$ cat src/rtl/reset_request_gen.sv
// Pushbutton reset requester: synchronizes and debounces an active-low button,
// issues a fixed-width reset request after a long hold, or a short-press pulse.
module reset_request_gen #(
    parameter int SYNC_STAGES     = 2,
    parameter int DEBOUNCE_CYCLES = 20,
    parameter int HOLD_CYCLES     = 100,
    parameter int PULSE_CYCLES    = 8,
    parameter int COOLDOWN_CYCLES = 50
) (
    input  logic clk,
    input  logic rst,
    input  logic btn_n,
    output logic rst_req,
    output logic short_press,
    output logic pressed,
    output logic busy
);

    localparam logic [15:0] DEB    = 16'(DEBOUNCE_CYCLES);
    localparam logic [15:0] DEB_M1 = 16'(DEBOUNCE_CYCLES - 1);
    localparam logic [15:0] HLD    = 16'(HOLD_CYCLES);
    localparam logic [15:0] PLS    = 16'(PULSE_CYCLES);
    localparam logic [15:0] CDN    = 16'(COOLDOWN_CYCLES);

    typedef enum logic [2:0] {
        IDLE,
        DEBOUNCE,
        HOLD,
        PULSE,
        WAIT_RELEASE,
        COOLDOWN
    } state_t;

    state_t                 state;
    logic [15:0]            cnt;
    logic [15:0]            cnt_inc;
    logic [SYNC_STAGES-1:0] sync;
    logic                   btn_s;

    // Synchronizer resets to all-ones so a reset never looks like a press.
    always_ff @(posedge clk) begin
        if (rst) sync <= '1;
        else     sync <= {sync[SYNC_STAGES-2:0], btn_n};
    end

    assign btn_s   = ~sync[SYNC_STAGES-1];
    assign cnt_inc = (cnt == 16'hFFFF) ? cnt : cnt + 16'd1;

    // NOTE: every state register here uses <=, so all updates see pre-edge values.
    always_ff @(posedge clk) begin
        if (rst) begin
            state       <= IDLE;
            cnt         <= '0;
            rst_req     <= 1'b0;
            short_press <= 1'b0;
            pressed     <= 1'b0;
            busy        <= 1'b0;
        end else begin
            short_press <= 1'b0;
            case (state)
                IDLE: begin
                    if (btn_s) begin
                        state <= DEBOUNCE;
                        cnt   <= 16'd1;
                        busy  <= 1'b1;
                    end
                end
                DEBOUNCE: begin
                    if (!btn_s) begin
                        state <= IDLE;
                        cnt   <= '0;
                        busy  <= 1'b0;
                    end else if (cnt == DEB) begin
                        state   <= HOLD;
                        pressed <= 1'b1;
                        cnt     <= 16'd1;
                    end else begin
                        cnt <= cnt_inc;
                    end
                end
                HOLD: begin
                    if (!btn_s) begin
                        state       <= IDLE;
                        short_press <= 1'b1;
                        pressed     <= 1'b0;
                        cnt         <= '0;
                        busy        <= 1'b0;
                    end else if (cnt == HLD) begin
                        state   <= PULSE;
                        rst_req <= 1'b1;
                        cnt     <= 16'd1;
                    end else begin
                        cnt <= cnt_inc;
                    end
                end
                PULSE: begin
                    if (cnt == PLS) begin
                        state   <= WAIT_RELEASE;
                        rst_req <= 1'b0;
                        cnt     <= '0;
                    end else begin
                        cnt <= cnt_inc;
                    end
                end
                WAIT_RELEASE: begin
                    // cnt holds the number of consecutive released samples seen so far.
                    if (btn_s) begin
                        cnt <= '0;
                    end else if (cnt == DEB_M1) begin
                        state   <= COOLDOWN;
                        pressed <= 1'b0;
                        cnt     <= 16'd1;
                    end else begin
                        cnt <= cnt_inc;
                    end
                end
                COOLDOWN: begin
                    if (cnt == CDN) begin
                        state <= IDLE;
                        cnt   <= '0;
                        busy  <= 1'b0;
                    end else begin
                        cnt <= cnt_inc;
                    end
                end
                default: begin
                    state   <= IDLE;
                    cnt     <= '0;
                    rst_req <= 1'b0;
                    pressed <= 1'b0;
                    busy    <= 1'b0;
                end
            endcase
        end
    end

endmodule
$ cat config.mk
export PLATFORM = sky130hd
export DESIGN_NAME = reset_request_gen
export DESIGN_NICKNAME = d
export VERILOG_FILES = /design/src/rtl/reset_request_gen.sv
export SDC_FILE = /design/constraint.sdc
export NUM_CORES = 1
export LEC_CHECK = 0
export CAP_MARGIN = 5
export CORE_UTILIZATION = 54
export DETAILED_ROUTE_END_ITERATION = 6
export PLACE_DENSITY = 0.75
export SYNTH_ARGS = -nofsm -noshare
export SYNTH_HDL_FRONTEND = slang
export SYNTH_SLANG_ARGS = --single-unit
$ cat constraint.sdc
create_clock -name clk -period 1.9 [get_ports clk]
set_input_delay 0.38 -clock clk [delete_from_list [all_inputs] [get_ports clk]]
set_output_delay 0.38 -clock clk [all_outputs]
set_load 0.05 [all_outputs]
==> results.sh <==
export IMPL_status="finished, violations left"
export IMPL_violations="setup timing"
export IMPL_synth_cell_types=48
export IMPL_cts_tree="done"
export IMPL_rsz0062_at_grt="true"
export IMPL_synth_area_leaders="dfxtp_1 29%, nand2_1 5.7%, and3_1 4.4%"
export IMPL_synth_ff_type="dfxtp_1"
export IMPL_fin_cells=318
export IMPL_initial_utilization_pct=56.8
export IMPL_insertion_delay_ns=0.34
export IMPL_fp_dieW_microns=58.4
export IMPL_worstSetupEndpointType="flop"
export IMPL_slew_headroom_pct=66.5
export IMPL_antenna_found_initial=0
export IMPL_grt_pass1_vias=1858
export IMPL_synth_enable_flop_cells=0
export IMPL_dp_slack_ns=-0.164
export IMPL_die_h_microns=58.4
export IMPL_drv_cap=0
export IMPL_slew_viol_final=0
export IMPL_drc=0
export IMPL_hold_path_class="reg2reg"
export IMPL_setup_ws_ns=-0.121
export IMPL_yosysSeqAreaShare_pct=29.1
export IMPL_peakVddDrop_v=0.000400
export IMPL_grt_overflow_total=0
export IMPL_crit_path_max_incr_delay_ns=0.36
export IMPL_tns_ns=-1.41
export IMPL_insertedDiodeCount=0
export IMPL_place_hpwl_microns=3690
export IMPL_fin_worst_skew_ns=0.00955
export IMPL_path_max_fanout=3
export IMPL_core_area_sq_um=3030
export IMPL_dieArea_sq_um=3410
export IMPL_drive_gt1_share_pct=35.0
export IMPL_area_delta_synth_final_pct=40.0
export IMPL_fmax_mhz=495
export IMPL_track_usage_pct=33.0
export IMPL_grt_max_degree=15
export IMPL_root_buffer="clkbuf_4"
export IMPL_final_nets=281
export IMPL_ys_seq_elements=25
export IMPL_start_kind="flop"
export IMPL_drtAntennaViolNets=0
export IMPL_crit_top_cell="buf_4"
export IMPL_placedCellCount=309
export IMPL_total_leakage_power_uw=0.00102
export IMPL_netlist_top_cells_count="26 x nand2_1, 25 x dfxtp_1, 18 x nor2_1"
export IMPL_min_period_ns=2.02
export IMPL_hold_viol=0
export IMPL_r2r_slack_ns=-0.12
export IMPL_crit_type="reg2reg"
export IMPL_wl_per_cell_microns=17.4
export IMPL_num_rows=20
export IMPL_syn_num_nets=230
export IMPL_drt_first_iter_violations=207
export IMPL_crit_path_top_delay_cell="dfxtp_2"
export IMPL_p_per_area_nw_per_um2=371
export IMPL_cts_sinks=25
export IMPL_setup_viol=18
export IMPL_fillers=195
export IMPL_synth_cells=224
export IMPL_pin_count=7
export IMPL_vias=1990
export IMPL_yosysTopAreaCell="dfxtp_1"
export IMPL_drtPass1Iterations=5
export IMPL_cp_cell_sequence="inv_2, buf_4, ha_1, and3_1, a21oi_2, buf_4, and4b_1, a2111oi_1, a211o_1"
export IMPL_worst_pin_slew_ns=0.502
export IMPL_total_power_uw=892
export IMPL_detail_route_wirelength_microns=5550
export IMPL_ys_warnings_count=0
export IMPL_routabilityCongestion=0.955
export IMPL_avgSynthCellArea_sq_um=7.67
export IMPL_cp_required_ns=2.18
export IMPL_arrival_ns=2.30
export IMPL_syn_area_sq_um=1720
export IMPL_htreeDepth=1
export IMPL_finalCritPeriodShare_pct=106
export IMPL_clockBufferDepth=2
export IMPL_cts_buffers=3
export IMPL_yosysMostFrequentCell="nand2_1"
export IMPL_grt_first_pass_wirelength_microns=8620
export IMPL_synth_top_cell_area_share_pct=29.1
export IMPL_clk_pin_slew_worst_paths_ns=0.13
export IMPL_port_buffers=6
export IMPL_post_drt_via_cell_ratio=6.26
export IMPL_synthArstFlopShare_pct=0
[critical path, delay by kind of cell (launching register included)]
kind	cells	cell delay, ns
AOI/OAI and AO/OA	3	0.67
and+or+nand+nor	2	0.41
buffers and inverters	3	0.34
adders and majority gates	1	0.20
DFF	1	0.36
[repair_timing]
item,in CTS,in global routing
pin swaps,6,28
cloned,1,1
hold buffers,0,0
setup endpoints to repair,19,22
resized for setup,27,21
setup buffers,2,1
[logic make-up after synthesis]
kind of cell	Yosys count	synth area share [%]
xor gates and xnor gates	1	0.510
AOI/OAI and AO/OA	67	26.8
muxes	2	1.16
DFF	25	29.1
and+or+nand+nor	99	32.6
buffers and inverters	27	7.64
adders and majority gates	3	2.18
[per-layer routing]
| metal | track usage [%] | vias to the layer above | wire length [microns] | share of wire, % |
|---|---|---|---|---|
| met5 | 0 | - | 0 | 0 |
| met2 | 52.7 | 91 | 2670 | 48 |
| met4 | 15.6 | 0 | 97 | 1.7 |
| met1 | 44.1 | 950 | 2380 | 43 |
| met3 | 4.62 | 12 | 403 | 7.3 |
| li1 | - | 937 | - | - |
[flip-flops by register name, summed over array words and instances, names as in the netlist]
signal	count
busy	1
cnt	16
pressed	1
rst_req	1
short_press	1
state	3
sync	2
[layout make-up]
cell class | count | area [sq um] | area share, %
Sequential cell | 25 | 505 | 21.0
Inverter | 12 | 45.0 | 1.87
Tap cell | 44 | 55.1 | 2.29
Timing Repair Buffer | 60 | 508 | 21.1
Multi-Input combinational cell | 173 | 1270 | 52.7
Clock buffer | 4 | 26.3 | 1.09
[stage by stage]
stage	hold WS [ns]	instance area, sq um	util, %
2_1_floorplan	0.389	1720	-
3_5_place_dp	0.416	2140	70.5
3_3_place_gp	0.397	2140	70.5
5_1_grt	0.481	2410	79.5
4_1_cts	0.460	2290	75.8
6_report	0.460	2410	79.5
[final timing paths]
check,end,start,cells past startpoint
setup / recovery,cnt[0],cnt[0],9
hold / removal,sync[1],sync[0],1
setup reg to reg,cnt[0],cnt[0],9
hold reg to reg,sync[1],sync[0],1
[where the power goes]
part	switching, uW	internal, uW	leakage [uW]
Sequential	5.69	530	0.000204
Clock	171	82.6	0.0000150
Combinational	60.1	42.4	0.000804
[cell usage in the layout, fill, tap and decap left out, types with 4 or more instances in the layout]
cell,n
a21oi_1,11
nor3_1,10
o21ai_1,7
nand2_1,26
nor2_1,18
a22oi_1,4
dfxtp_1,21
inv_1,10
nand3_1,5
nand4_1,4
o21ai_0,5
dfxtp_2,4
and3_1,11
buf_4,46
o211ai_1,8
buf_6,7
No activity file was read; power rests on OpenSTA's default activity.
